===== src/rtl/axi_line_master_if.sv =====
// AXI4 channel bundle between the line master and an AXI RAM slave.
// The master modport drives the request-side channels (AW, W, AR, and the B/R readies).
interface axi_line_master_if #(
  parameter int DATA_WIDTH = 32,
  parameter int ADDR_WIDTH = 16,
  parameter int ID_WIDTH   = 8
);
  logic [ID_WIDTH-1:0]     awid;
  logic [ADDR_WIDTH-1:0]   awaddr;
  logic [7:0]              awlen;
  logic [2:0]              awsize;
  logic [1:0]              awburst;
  logic                    awlock;
  logic [3:0]              awcache;
  logic [2:0]              awprot;
  logic                    awvalid;
  logic                    awready;

  logic [DATA_WIDTH-1:0]   wdata;
  logic [DATA_WIDTH/8-1:0] wstrb;
  logic                    wlast;
  logic                    wvalid;
  logic                    wready;

  logic [ID_WIDTH-1:0]     bid;
  logic [1:0]              bresp;
  logic                    bvalid;
  logic                    bready;

  logic [ID_WIDTH-1:0]     arid;
  logic [ADDR_WIDTH-1:0]   araddr;
  logic [7:0]              arlen;
  logic [2:0]              arsize;
  logic [1:0]              arburst;
  logic                    arlock;
  logic [3:0]              arcache;
  logic [2:0]              arprot;
  logic                    arvalid;
  logic                    arready;

  logic [ID_WIDTH-1:0]     rid;
  logic [DATA_WIDTH-1:0]   rdata;
  logic [1:0]              rresp;
  logic                    rlast;
  logic                    rvalid;
  logic                    rready;

  modport master (
    output awid, awaddr, awlen, awsize, awburst, awlock, awcache, awprot, awvalid,
    input  awready,
    output wdata, wstrb, wlast, wvalid,
    input  wready,
    input  bid, bresp, bvalid,
    output bready,
    output arid, araddr, arlen, arsize, arburst, arlock, arcache, arprot, arvalid,
    input  arready,
    input  rid, rdata, rresp, rlast, rvalid,
    output rready
  );

  modport slave (
    input  awid, awaddr, awlen, awsize, awburst, awlock, awcache, awprot, awvalid,
    output awready,
    input  wdata, wstrb, wlast, wvalid,
    output wready,
    output bid, bresp, bvalid,
    input  bready,
    input  arid, araddr, arlen, arsize, arburst, arlock, arcache, arprot, arvalid,
    output arready,
    output rid, rdata, rresp, rlast, rvalid,
    input  rready
  );
endinterface


===== src/rtl/axi_line_master.sv =====
// Cache-side AXI4 master: one line refill or writeback per request, issued as a single
// fixed-length INCR burst, with exactly one transaction outstanding at a time.
module axi_line_master #(
  parameter int DATA_WIDTH = 32,
  parameter int ADDR_WIDTH = 16,
  parameter int ID_WIDTH   = 8,
  parameter int LINE_BEATS = 4,
  parameter int AXI_ID     = 0
) (
  input  logic                             clk,
  input  logic                             rst,
  input  logic                             i_req_valid,
  output logic                             o_req_ready,
  input  logic                             i_req_write,
  input  logic [ADDR_WIDTH-1:0]            i_req_addr,
  input  logic [LINE_BEATS*DATA_WIDTH-1:0] i_req_wdata,
  output logic                             o_resp_valid,
  input  logic                             i_resp_ready,
  output logic                             o_resp_write,
  output logic                             o_resp_error,
  output logic [LINE_BEATS*DATA_WIDTH-1:0] o_resp_rdata,
  axi_line_master_if.master                m_axi
);

  localparam int BYTES = DATA_WIDTH / 8;
  localparam int OFF   = $clog2(LINE_BEATS * BYTES);
  localparam int IDX_W = (LINE_BEATS > 1) ? $clog2(LINE_BEATS) : 1;
  localparam int CNT_W = (LINE_BEATS > 1) ? $clog2(LINE_BEATS) + 1 : 1;
  localparam logic [CNT_W-1:0]      LAST     = CNT_W'(LINE_BEATS - 1);
  localparam logic [ADDR_WIDTH-1:0] LOW_MASK = ADDR_WIDTH'((64'd1 << OFF) - 64'd1);
  localparam logic [ID_WIDTH-1:0]   ID_VAL   = ID_WIDTH'(AXI_ID);

  typedef enum logic [2:0] {S_IDLE, S_AR, S_R, S_AW, S_W, S_B, S_RESP} state_t;

  state_t                  r_state, w_state_next;
  logic [CNT_W-1:0]        r_cnt, w_cnt_next;
  logic                    r_err, w_err_next;
  logic                    r_write, w_write_next;
  logic [ADDR_WIDTH-1:0]   r_addr, w_addr_next;
  logic [DATA_WIDTH-1:0]   r_line [LINE_BEATS];
  logic [DATA_WIDTH-1:0]   w_line_next [LINE_BEATS];
  logic                    r_arvalid, w_arvalid_next;
  logic                    r_rready, w_rready_next;
  logic                    r_awvalid, w_awvalid_next;
  logic                    r_wvalid, w_wvalid_next;
  logic                    r_wlast, w_wlast_next;
  logic [DATA_WIDTH-1:0]   r_wdata, w_wdata_next;
  logic                    r_bready, w_bready_next;
  logic                    r_resp_valid, w_resp_valid_next;
  logic                    w_accept;

  assign o_req_ready = (r_state == S_IDLE) && !rst;
  assign w_accept    = i_req_valid && o_req_ready;

  // Burst attributes never change: full-width INCR bursts of one line.
  assign m_axi.awid    = ID_VAL;
  assign m_axi.awlen   = 8'(LINE_BEATS - 1);
  assign m_axi.awsize  = 3'($clog2(BYTES));
  assign m_axi.awburst = 2'b01;
  assign m_axi.awlock  = 1'b0;
  assign m_axi.awcache = 4'b0011;
  assign m_axi.awprot  = 3'b000;
  assign m_axi.arid    = ID_VAL;
  assign m_axi.arlen   = 8'(LINE_BEATS - 1);
  assign m_axi.arsize  = 3'($clog2(BYTES));
  assign m_axi.arburst = 2'b01;
  assign m_axi.arlock  = 1'b0;
  assign m_axi.arcache = 4'b0011;
  assign m_axi.arprot  = 3'b000;
  assign m_axi.wstrb   = '1;

  assign m_axi.awaddr  = r_addr;
  assign m_axi.araddr  = r_addr;
  assign m_axi.awvalid = r_awvalid;
  assign m_axi.arvalid = r_arvalid;
  assign m_axi.wvalid  = r_wvalid;
  assign m_axi.wdata   = r_wdata;
  assign m_axi.wlast   = r_wlast;
  assign m_axi.bready  = r_bready;
  assign m_axi.rready  = r_rready;

  assign o_resp_valid = r_resp_valid;
  assign o_resp_write = r_write;
  assign o_resp_error = r_err;

  generate
    for (genvar gi = 0; gi < LINE_BEATS; gi++) begin : g_pack
      assign o_resp_rdata[gi*DATA_WIDTH +: DATA_WIDTH] = r_line[gi];
    end
  endgenerate

  always_comb begin
    w_state_next = r_state;
    w_cnt_next   = r_cnt;
    w_err_next   = r_err;
    w_write_next = r_write;
    w_addr_next  = r_addr;
    for (int k = 0; k < LINE_BEATS; k++) begin
      w_line_next[k] = r_line[k];
    end

    case (r_state)
      S_IDLE: begin
        if (w_accept) begin
          w_addr_next  = i_req_addr & ~LOW_MASK;
          w_write_next = i_req_write;
          w_cnt_next   = '0;
          w_err_next   = 1'b0;
          if (i_req_write) begin
            for (int k = 0; k < LINE_BEATS; k++) begin
              w_line_next[k] = i_req_wdata[k*DATA_WIDTH +: DATA_WIDTH];
            end
          end
          w_state_next = i_req_write ? S_AW : S_AR;
        end
      end
      S_AR: begin
        if (m_axi.arready) w_state_next = S_R;
      end
      S_R: begin
        if (m_axi.rvalid) begin
          w_line_next[r_cnt[IDX_W-1:0]] = m_axi.rdata;
          // Beat count alone ends the burst; a misplaced rlast only flags the error.
          if ((m_axi.rresp != 2'b00) || (m_axi.rid != ID_VAL) ||
              (m_axi.rlast != (r_cnt == LAST))) begin
            w_err_next = 1'b1;
          end
          if (r_cnt == LAST) w_state_next = S_RESP;
          else               w_cnt_next   = r_cnt + CNT_W'(1);
        end
      end
      S_AW: begin
        if (m_axi.awready) w_state_next = S_W;
      end
      S_W: begin
        if (m_axi.wready) begin
          if (r_cnt == LAST) w_state_next = S_B;
          else               w_cnt_next   = r_cnt + CNT_W'(1);
        end
      end
      S_B: begin
        if (m_axi.bvalid) begin
          if ((m_axi.bresp != 2'b00) || (m_axi.bid != ID_VAL)) w_err_next = 1'b1;
          w_state_next = S_RESP;
        end
      end
      S_RESP: begin
        if (i_resp_ready) w_state_next = S_IDLE;
      end
      default: w_state_next = S_IDLE;
    endcase

    // Outputs are registered from the next state so they change only on handshakes.
    w_arvalid_next    = (w_state_next == S_AR);
    w_rready_next     = (w_state_next == S_R);
    w_awvalid_next    = (w_state_next == S_AW);
    w_wvalid_next     = (w_state_next == S_W);
    w_wlast_next      = (w_state_next == S_W) && (w_cnt_next == LAST);
    w_bready_next     = (w_state_next == S_B);
    w_resp_valid_next = (w_state_next == S_RESP);
    w_wdata_next      = r_wdata;
    if (w_state_next == S_W) w_wdata_next = w_line_next[w_cnt_next[IDX_W-1:0]];
  end

  always_ff @(posedge clk) begin
    if (rst) begin
      r_state      <= S_IDLE;
      r_cnt        <= '0;
      r_err        <= 1'b0;
      r_write      <= 1'b0;
      r_addr       <= '0;
      r_arvalid    <= 1'b0;
      r_rready     <= 1'b0;
      r_awvalid    <= 1'b0;
      r_wvalid     <= 1'b0;
      r_wlast      <= 1'b0;
      r_wdata      <= '0;
      r_bready     <= 1'b0;
      r_resp_valid <= 1'b0;
      for (int k = 0; k < LINE_BEATS; k++) begin
        r_line[k] <= '0;
      end
    end else begin
      r_state      <= w_state_next;
      r_cnt        <= w_cnt_next;
      r_err        <= w_err_next;
      r_write      <= w_write_next;
      r_addr       <= w_addr_next;
      r_arvalid    <= w_arvalid_next;
      r_rready     <= w_rready_next;
      r_awvalid    <= w_awvalid_next;
      r_wvalid     <= w_wvalid_next;
      r_wlast      <= w_wlast_next;
      r_wdata      <= w_wdata_next;
      r_bready     <= w_bready_next;
      r_resp_valid <= w_resp_valid_next;
      for (int k = 0; k < LINE_BEATS; k++) begin
        r_line[k] <= w_line_next[k];
      end
    end
  end

endmodule


===== src/flat_wrapper.sv =====
// flat-port wrapper written by rule: the top's interface ports become plain ports
module axi_line_master_flat 
#(
  parameter int DATA_WIDTH = 32,
  parameter int ADDR_WIDTH = 16,
  parameter int ID_WIDTH   = 8,
  parameter int LINE_BEATS = 4,
  parameter int AXI_ID     = 0
)
  (clk, rst, i_req_valid, o_req_ready, i_req_write, i_req_addr, i_req_wdata, o_resp_valid, i_resp_ready, o_resp_write, o_resp_error, o_resp_rdata, m_axi_awid, m_axi_awaddr, m_axi_awlen, m_axi_awsize, m_axi_awburst, m_axi_awlock, m_axi_awcache, m_axi_awprot, m_axi_awvalid, m_axi_awready, m_axi_wdata, m_axi_wstrb, m_axi_wlast, m_axi_wvalid, m_axi_wready, m_axi_bid, m_axi_bresp, m_axi_bvalid, m_axi_bready, m_axi_arid, m_axi_araddr, m_axi_arlen, m_axi_arsize, m_axi_arburst, m_axi_arlock, m_axi_arcache, m_axi_arprot, m_axi_arvalid, m_axi_arready, m_axi_rid, m_axi_rdata, m_axi_rresp, m_axi_rlast, m_axi_rvalid, m_axi_rready);
  axi_line_master_if #(.DATA_WIDTH(DATA_WIDTH), .ADDR_WIDTH(ADDR_WIDTH), .ID_WIDTH(ID_WIDTH)) m_axi_i ();
  input  logic clk;
  input  logic rst;
  input  logic i_req_valid;
  output logic o_req_ready;
  input  logic i_req_write;
  input  logic [ADDR_WIDTH-1:0] i_req_addr;
  input  logic [LINE_BEATS*DATA_WIDTH-1:0] i_req_wdata;
  output logic o_resp_valid;
  input  logic i_resp_ready;
  output logic o_resp_write;
  output logic o_resp_error;
  output logic [LINE_BEATS*DATA_WIDTH-1:0] o_resp_rdata;
  output wire logic [$bits(m_axi_i.awid)-1:0] m_axi_awid;
  output wire logic [$bits(m_axi_i.awaddr)-1:0] m_axi_awaddr;
  output wire logic [$bits(m_axi_i.awlen)-1:0] m_axi_awlen;
  output wire logic [$bits(m_axi_i.awsize)-1:0] m_axi_awsize;
  output wire logic [$bits(m_axi_i.awburst)-1:0] m_axi_awburst;
  output wire logic [$bits(m_axi_i.awlock)-1:0] m_axi_awlock;
  output wire logic [$bits(m_axi_i.awcache)-1:0] m_axi_awcache;
  output wire logic [$bits(m_axi_i.awprot)-1:0] m_axi_awprot;
  output wire logic [$bits(m_axi_i.awvalid)-1:0] m_axi_awvalid;
  input wire logic [$bits(m_axi_i.awready)-1:0] m_axi_awready;
  output wire logic [$bits(m_axi_i.wdata)-1:0] m_axi_wdata;
  output wire logic [$bits(m_axi_i.wstrb)-1:0] m_axi_wstrb;
  output wire logic [$bits(m_axi_i.wlast)-1:0] m_axi_wlast;
  output wire logic [$bits(m_axi_i.wvalid)-1:0] m_axi_wvalid;
  input wire logic [$bits(m_axi_i.wready)-1:0] m_axi_wready;
  input wire logic [$bits(m_axi_i.bid)-1:0] m_axi_bid;
  input wire logic [$bits(m_axi_i.bresp)-1:0] m_axi_bresp;
  input wire logic [$bits(m_axi_i.bvalid)-1:0] m_axi_bvalid;
  output wire logic [$bits(m_axi_i.bready)-1:0] m_axi_bready;
  output wire logic [$bits(m_axi_i.arid)-1:0] m_axi_arid;
  output wire logic [$bits(m_axi_i.araddr)-1:0] m_axi_araddr;
  output wire logic [$bits(m_axi_i.arlen)-1:0] m_axi_arlen;
  output wire logic [$bits(m_axi_i.arsize)-1:0] m_axi_arsize;
  output wire logic [$bits(m_axi_i.arburst)-1:0] m_axi_arburst;
  output wire logic [$bits(m_axi_i.arlock)-1:0] m_axi_arlock;
  output wire logic [$bits(m_axi_i.arcache)-1:0] m_axi_arcache;
  output wire logic [$bits(m_axi_i.arprot)-1:0] m_axi_arprot;
  output wire logic [$bits(m_axi_i.arvalid)-1:0] m_axi_arvalid;
  input wire logic [$bits(m_axi_i.arready)-1:0] m_axi_arready;
  input wire logic [$bits(m_axi_i.rid)-1:0] m_axi_rid;
  input wire logic [$bits(m_axi_i.rdata)-1:0] m_axi_rdata;
  input wire logic [$bits(m_axi_i.rresp)-1:0] m_axi_rresp;
  input wire logic [$bits(m_axi_i.rlast)-1:0] m_axi_rlast;
  input wire logic [$bits(m_axi_i.rvalid)-1:0] m_axi_rvalid;
  output wire logic [$bits(m_axi_i.rready)-1:0] m_axi_rready;
  assign m_axi_awid = m_axi_i.awid;
  assign m_axi_awaddr = m_axi_i.awaddr;
  assign m_axi_awlen = m_axi_i.awlen;
  assign m_axi_awsize = m_axi_i.awsize;
  assign m_axi_awburst = m_axi_i.awburst;
  assign m_axi_awlock = m_axi_i.awlock;
  assign m_axi_awcache = m_axi_i.awcache;
  assign m_axi_awprot = m_axi_i.awprot;
  assign m_axi_awvalid = m_axi_i.awvalid;
  assign m_axi_i.awready = m_axi_awready;
  assign m_axi_wdata = m_axi_i.wdata;
  assign m_axi_wstrb = m_axi_i.wstrb;
  assign m_axi_wlast = m_axi_i.wlast;
  assign m_axi_wvalid = m_axi_i.wvalid;
  assign m_axi_i.wready = m_axi_wready;
  assign m_axi_i.bid = m_axi_bid;
  assign m_axi_i.bresp = m_axi_bresp;
  assign m_axi_i.bvalid = m_axi_bvalid;
  assign m_axi_bready = m_axi_i.bready;
  assign m_axi_arid = m_axi_i.arid;
  assign m_axi_araddr = m_axi_i.araddr;
  assign m_axi_arlen = m_axi_i.arlen;
  assign m_axi_arsize = m_axi_i.arsize;
  assign m_axi_arburst = m_axi_i.arburst;
  assign m_axi_arlock = m_axi_i.arlock;
  assign m_axi_arcache = m_axi_i.arcache;
  assign m_axi_arprot = m_axi_i.arprot;
  assign m_axi_arvalid = m_axi_i.arvalid;
  assign m_axi_i.arready = m_axi_arready;
  assign m_axi_i.rid = m_axi_rid;
  assign m_axi_i.rdata = m_axi_rdata;
  assign m_axi_i.rresp = m_axi_rresp;
  assign m_axi_i.rlast = m_axi_rlast;
  assign m_axi_i.rvalid = m_axi_rvalid;
  assign m_axi_rready = m_axi_i.rready;
  axi_line_master #(.DATA_WIDTH(DATA_WIDTH), .ADDR_WIDTH(ADDR_WIDTH), .ID_WIDTH(ID_WIDTH), .LINE_BEATS(LINE_BEATS), .AXI_ID(AXI_ID)) u_core (.clk(clk), .rst(rst), .i_req_valid(i_req_valid), .o_req_ready(o_req_ready), .i_req_write(i_req_write), .i_req_addr(i_req_addr), .i_req_wdata(i_req_wdata), .o_resp_valid(o_resp_valid), .i_resp_ready(i_resp_ready), .o_resp_write(o_resp_write), .o_resp_error(o_resp_error), .o_resp_rdata(o_resp_rdata), .m_axi(m_axi_i));
endmodule

===== config.mk =====
export PLATFORM = sky130hd
export DESIGN_NAME = axi_line_master_flat
export DESIGN_NICKNAME = d
export VERILOG_FILES = /design/src/rtl/axi_line_master_if.sv /design/src/rtl/axi_line_master.sv /design/src/flat_wrapper.sv
export SDC_FILE = /design/constraint.sdc
export NUM_CORES = 1
export LEC_CHECK = 0
export BUFFER_PORTS_ARGS = -buffer_cell sky130_fd_sc_hd__buf_4
export CAP_MARGIN = 15
export CORE_AREA = 3 3 180 182
export DETAILED_ROUTE_END_ITERATION = 8
export DIE_AREA = 0 0 183 185
export GPL_TIMING_DRIVEN = 0
export SYNTH_ARGS = -nofsm -noshare
export SYNTH_HDL_FRONTEND = slang
export SYNTH_SLANG_ARGS = --single-unit

===== constraint.sdc =====
create_clock -name clk -period 2.41 [get_ports clk]
set_input_delay 0.3615 -clock clk [delete_from_list [all_inputs] [get_ports clk]]
set_output_delay 0.3615 -clock clk [all_outputs]
set_load 0.02 [all_outputs]

# After elaboration in Yosys (flattened, before gate mapping)
# Memory sizes are Yosys's and may differ from the RTL's.
# Cells that the tools add are included.
[word_totals] memories=1 ff_bits=59 mem_bits_rw=128 word_cells=99 out_inout_bits=264
[classes] n_mux=39 add_sub_neg=1 reduce_logical=16 n_bitwise=6 magnitude_cmp=3 eq_ne=20
[memory_table] memory="u_core.r_line" words=4 word_bits=32 read_ports=4 rd_ports_with_merged_regs=0 wr=4 line="axi_line_master.sv:40" rtl="logic [DATA_WIDTH-1:0] r_line [LINE_BEATS];"
[op_table] op="2-to-1 mux 128 bit" count=3
[op_table] op="one-hot mux 128 bit (2 select lines)" count=1
[op_table] op="2-to-1 mux 32 bit" count=7
[op_table] op="bitwise mux 128 bit" count=1
[op_table] op="binary-select mux 32 bit (select 2 bit)" count=1
[op_table] op="demux 32 bit (select 2 bit)" count=1
[op_table] op="2-to-1 mux 3 bit" count=13
[op_table] op="one-hot mux 3 bit (7 select lines)" count=1
[op_table] op="equality test 3 x 2 -> 1 bit (second input constant)" count=6
[op_table] op="equality test 3 bit (second input constant)" count=6
[op_table] op="nonzero test 8 bit" count=2
[op_table] op="one-hot mux 3 bit (3 select lines)" count=1
[op_table] op="2-to-1 mux 1 bit" count=8
[op_table] op="equality test 3 x 1 -> 1 bit (second input constant)" count=2
[op_table] op=">= comparator 3 bit (second input constant)" count=2
[op_table] op="!= test 2 x 1 -> 1 bit (second input constant)" count=3
[op_table] op="inverter 2 -> 3 bit" count=2
[op_table] op="AND reduction 6 bit" count=1
[op_table] op="logical AND 1 bit" count=4
[op_table] op="!= test 2 bit (second input constant)" count=2
[op_table] op="bitwise OR 1 bit" count=4
[op_table] op="nonzero test 2 bit" count=2
[op_table] op="adder 3 x 1 -> 3 bit (second input constant)" count=1
[op_table] op="zero test 3 bit" count=1
[op_table] op="other kinds (8)" count=10

# Longest topological paths before layout
[depth] ltp_word=11 mapped_depth=9 depth_no_buf=8

# Worst setup path before layout
# No wires, ideal clock.
[synth_timing] kind="reg2reg" start="register u_core.r_state[1]" end="register u_core.r_wdata[0] (netlist: u_core.m_axi.wdata[0])" required_time_ps=2324 slack_ps=-82 stages_incl_launch_ff=10 synth_period_minus_slack_ps=2492 t_arrival_ps=2407 n_path_buf=3 path_cell_list="dfxtp_1 clkbuf_1 nand2b_1 mux2_2 nor3_1 a221o_1 buf_2 buf_2 mux4_2 a211oi_1"
[synth_between] elab_chain_cells=9 word_cells_on_any_way=28 classes_between="eq/ne: 7; mux: 17; bitwise: 1; reduce/logical: 3"
[synth_rtl] element="start: declaration" line="axi_line_master.sv:35" rtl="state_t r_state, w_state_next;"
[synth_rtl] element="start signal: assignment" line="axi_line_master.sv:184" rtl="r_state <= w_state_next;"
[synth_rtl] element="zero test 3 bit" line="axi_line_master.sv:52, axi_line_master.sv:102"
[synth_rtl] element="logical AND 1 bit" line="axi_line_master.sv:52" rtl="assign o_req_ready = (r_state == S_IDLE) && !rst;"
[synth_rtl] element="logical AND 1 bit" line="axi_line_master.sv:53" rtl="assign w_accept = i_req_valid && o_req_ready;"
[synth_rtl] element="2-to-1 mux 3 bit" line="axi_line_master.sv:104" rtl="if (w_accept) begin"
[synth_rtl] element="one-hot mux 3 bit (3 select lines)" line="axi_line_master.sv:102" rtl="case (r_state)"
[synth_rtl] element="inverter 2 -> 3 bit (implied by the code)" line="axi_line_master.sv:162" rtl="if (w_state_next == S_W) w_wdata_next = w_line_next[w_cnt_next[IDX_W-1:0]];"
[synth_rtl] element="binary-select mux 32 bit (select 2 bit)" line="axi_line_master.sv:162"
[synth_rtl] element="2-to-1 mux 32 bit (implied by the code) (2 in series)" line="axi_line_master.sv:162"
[synth_rtl] element="end signal: assignment" line="axi_line_master.sv:194" rtl="r_wdata <= w_wdata_next;"
[synth_rtl] element="end: declaration" line="axi_line_master.sv:47" rtl="logic [DATA_WIDTH-1:0] r_wdata, w_wdata_next;"
# Parallel ways exist; a longest one is shown, timed or not. The select of a mux whose other input is x is not followed.
# A chain may end at the register's enable or synchronous reset.

# Final worst setup path
[layout_timing] start="register u_core.r_cnt[0]" end="register u_core.r_wdata[17] (netlist: u_core.m_axi.wdata[17])"
[layout_between] elab_chain_cells=11 word_cells_on_any_way=26 classes_between="add/sub: 1; order compare: 2; eq/ne: 2; mux: 18; bitwise: 2; reduce/logical: 1"
[layout_rtl] element="start: declaration" line="axi_line_master.sv:36" rtl="logic [CNT_W-1:0] r_cnt, w_cnt_next;"
[layout_rtl] element="start signal: assignment" line="axi_line_master.sv:185" rtl="r_cnt <= w_cnt_next;"
[layout_rtl] element="inverter 2 -> 3 bit (implied by the code)" line="axi_line_master.sv:122" rtl="w_line_next[r_cnt[IDX_W-1:0]] = m_axi.rdata;"
[layout_rtl] element=">= comparator 3 bit (implied by the code) or less-than comparator 3 x 1 -> 1 bit (tied branches)" line="axi_line_master.sv:122"
[layout_rtl] element="logical AND 1 bit (implied by the code)" line="axi_line_master.sv:122"
[layout_rtl] element="2-to-1 mux 32 bit (implied by the code)" line="axi_line_master.sv:122"
[layout_rtl] element="demux 32 bit (select 2 bit)" line="axi_line_master.sv:122"
[layout_rtl] element="bitwise mux 128 bit" line="axi_line_master.sv:122"
[layout_rtl] element="2-to-1 mux 128 bit" line="axi_line_master.sv:121" rtl="if (m_axi.rvalid) begin"
[layout_rtl] element="one-hot mux 128 bit (2 select lines)" line="axi_line_master.sv:102"
[layout_rtl] element="binary-select mux 32 bit (select 2 bit)" line="axi_line_master.sv:162"
[layout_rtl] element="2-to-1 mux 32 bit (implied by the code) (2 in series)" line="axi_line_master.sv:162"
# Parallel ways exist; a longest one is shown, timed or not. The select of a mux whose other input is x is not followed.

==> impl_metrics.csv <==
group,metric,value,unit
pwr,p_total,0.00803,W
placement,numPortBuffers,396,
layout,final_cells,1840,
timing,tightestPinTransition,1060,ps
clock_tree,ctsLongestPathBuffers,2,
yosys,avgSynthCellArea,9.30,µm²
detailed_routing,wl_per_cell,24.1,µm
global_routing,grt_overflow,0,
timing,maxSlewViolCount,0,
critical_path,startpoint,"u_core.r_cnt[0]",
floorplanning,core_area,0.0307,mm²
clock_tree,cts-root-buf,"clkbuf_16",
timing,slew_headroom,29.3,%
global_routing,grt_max_degree,20,
critical_path,required,2750,ps
yosys,synthTopCellsByArea,"dfxtp_1, a22o_1, mux4_2",
critical_path,r2r_setup_slack,5,ps
floorplanning,start_util,28.3,%
job,cap_violations,0,
timing,fin_skew,19.8,ps
clock_tree,clk_latency,440,ps
critical_path,reg2reg_from,"u_core.r_cnt[0]",
floorplanning,die_area,0.0339,mm²
detailed_routing,firstDrtPassIters,7,
global_routing,first_global_vias,9372,
placement,dp.cells,1794,
clock_tree,clock-sinks,187,
yosys,synth_top_area_cell,"dfxtp_1",
detailed_routing,vias_per_cell,5.17,
detailed_routing,detail-route-antenna-nets,0,
yosys,ys_seq_area_share,43.1,%
hold_path,worst_hold_path_type,"input port to flop",
critical_path,crit_fanout,7,
floorplanning,rows,64,
layout,finish.net_count,1641,
timing,period_needed,2400,ps
floorplanning,die_x,183,µm
layout,drive_gt1_share,46.6,%
outcome,outcome,"complete, no violations",
global_routing,grt_usage,24.5,%
critical_path,cp.arrival,2750,ps
pwr,leakage,6.22,nW
yosys,syn_inst,934,
yosys,yosysTopAreaCellShare,43.1,%
placement,placed_area,0.0124,mm²
yosys,ys_ff_latch,187,
critical_path,worstSetupEndpointType,"flop",
timing,rsz0062_at_grt,"yes",
placement,routabilityCongestion,0.864,
hold_path,hold_depth,3,
critical_path,r2r_cells,9,
clock_tree,cts-hold-fix-buffers,0,
critical_path,r2r_end,"u_core.m_axi.wdata[17]",
clock_tree,cts_buffers,17,
yosys,syn-cell-area,0.00869,mm²
clock_tree,cts_tree,"yes",
clock_tree,htreeDepth,4,
critical_path,crit_end,"u_core.m_axi.wdata[17]",
layout,design_area,0.0138,mm²
detailed_routing,routed_wl,44.3,mm
placement,dp_hpwl,33.2,mm
timing,setup_viol,0,
detailed_routing,drt_iter0_drc,676,
timing,hold_viol_final,0,
yosys,synth.distinct_cells,45,
timing,period_share,99.8,%
floorplanning,ios,471,
detailed_routing,drc,0,
global_routing,grt_first_pass_wirelength,61.1,mm
timing,fmax,0.416,GHz
layout,syn2layout_area_growth,59.4,%
clock_tree,clk_pin_slew,80,ps
critical_path,criticalPathCategory,"flop to flop",
detailed_routing,dr_total_vias,9508,
global_routing,antenna_found_initial,1,
floorplanning,dieHeight,185,µm
yosys,yosys_warnings,0,
pwr,powerDensity,580,mW/mm²
pwr,vdd_drop_max,0.439,mV
critical_path,start_kind,"flop",
critical path, cell delays in order (launching register included):
cell       delay [ps]
dfxtp_4           370
ha_4              180
nor2b_4           130
buf_4             150
nor3_4            190
a221o_1           230
buf_12            170
clkbuf_16         170
mux4_2            500
a211oi_1          230
placed cells by master (no fill, tap or decap), types with 29 or more instances in the layout:
master / n
a211oi_2: 29
a21oi_1: 100
a222oi_1: 31
a22o_1: 94
buf_4: 498
conb_1: 70
dfxtp_1: 183
mux4_2: 32
nand2_1: 31
nor2_1: 171
metrics by stage:
stage / worst slack (ps) / TNS, ps / util, % / hold slack, ps
finish: 5.04 / 0 / 45.0 / 112
global route: -73.3 / -1030 / 45.0 / 107
CTS: -14.2 / -73.5 / 44.1 / 87.7
detailed placement: -1360 / -77360 / 40.4 / 481
global placement: -1290 / -73960 / 40.4 / 478
floorplan: -82.0 / -2010 / - / 450
timing repair:
action                                  4_1_cts  5_1_grt
cloned                                        0        3
pin swaps                                    10       37
gates resized for setup                     155       42
endpoints found under the setup margin      160       32
setup buffers                                12        5
per-layer routing:
layer / vias to the layer above / track usage (%) / wire length [µm]
li1: 4272 / - / -
met1: 4597 / 29.6 / 17200
met2: 570 / 42.4 / 21600
met3: 69 / 6.48 / 4110
met4: 0 / 8.38 / 1410
met5: - / 0 / 0
final cells by class:
| class | instances | area (µm²) |
|---|---|---|
| clock buffer | 17 | 425 |
| inverter | 4 | 15.0 |
| tap | 396 | 495 |
| antenna | 1 | 2.50 |
| buffer | 158 | 1280 |
| fill | 3013 | 16900 |
| timing repair buffer | 416 | 3200 |
| clock inverter | 15 | 179 |
| sequential | 187 | 3750 |
| multi-input combinational | 646 | 4500 |
how the worst min path moves through the flow:
stage                                       start  slack [ps]                       to
after floorplan                               rst         450      u_core.m_axi.wvalid
after global placement    u_core.m_axi.araddr[12]         480  u_core.m_axi.araddr[12]
after detailed placement          u_core.r_cnt[2]         480          u_core.r_cnt[2]
after CTS                          i_req_addr[15]          90  u_core.m_axi.araddr[15]
after global routing               i_req_addr[14]         110  u_core.m_axi.araddr[14]
final                              i_req_addr[15]         110  u_core.m_axi.araddr[15]
state kept, by name, summed over array words and instances (netlist names):
register	cells
u_core.r_line	128
u_core.o_resp_valid	1
u_core.o_resp_write	1
u_core.r_cnt	3
u_core.m_axi.wdata	32
u_core.o_resp_error	1
u_core.m_axi.awvalid	1
u_core.m_axi.rready	1
u_core.m_axi.araddr	12
u_core.m_axi.wvalid	1
u_core.r_state	3
u_core.m_axi.arvalid	1
u_core.m_axi.bready	1
u_core.m_axi.wlast	1
kinds of logic after synthesis:
| family | count (synthesis) | synth area share, % |
|---|---|---|
| XOR/XNOR | 1 | 0.101 |
| AND/OR/NAND/NOR | 264 | 13.6 |
| flip-flops | 187 | 43.1 |
| multiplexers | 34 | 8.54 |
| AO/OA/AOI/OAI | 273 | 22.9 |
| other | 2 | 0.0865 |
| adder cells (fa/ha/maj) | 4 | 0.576 |
| buffers and inverters | 169 | 11.1 |
cell usage after synthesis (all sizes together):
library cell	instances
mux2i	1
conb	2
nand4b	1
nand2b	5
or4	2
o22ai	2
o21ai	5
clkbuf	63
and4b	2
nor3	7
nand4	2
mux4	32
a211oi	32
dfxtp	187
ha	4
nand3b	13
inv	4
or4b	1
a222oi	31
a21boi	1
xnor2	1
mux2	1
buf	102
and3	1
nand2	33
a221o	1
a22o	94
nor2	175
nand3	4
a32o	3
nor2b	5
a21oi	100
and4bb	1
and2	4
nor4	7
a31oi	1
o41ai	1
a22oi	1
nor4bb	1
o211ai	1
power by group:
| group | leakage [nW] | switching [W] | internal [W] | total [W] |
|---|---|---|---|---|
| combinational | 4.41 | 0.000966 | 0.000800 | 0.00177 |
| clock | 0.297 | 0.00148 | 0.00150 | 0.00297 |
| sequential | 1.52 | 0.0000790 | 0.00321 | 0.00329 |
| total | 6.22 | 0.00252 | 0.00550 | 0.00803 |
(Power assumes the default switching activity.)
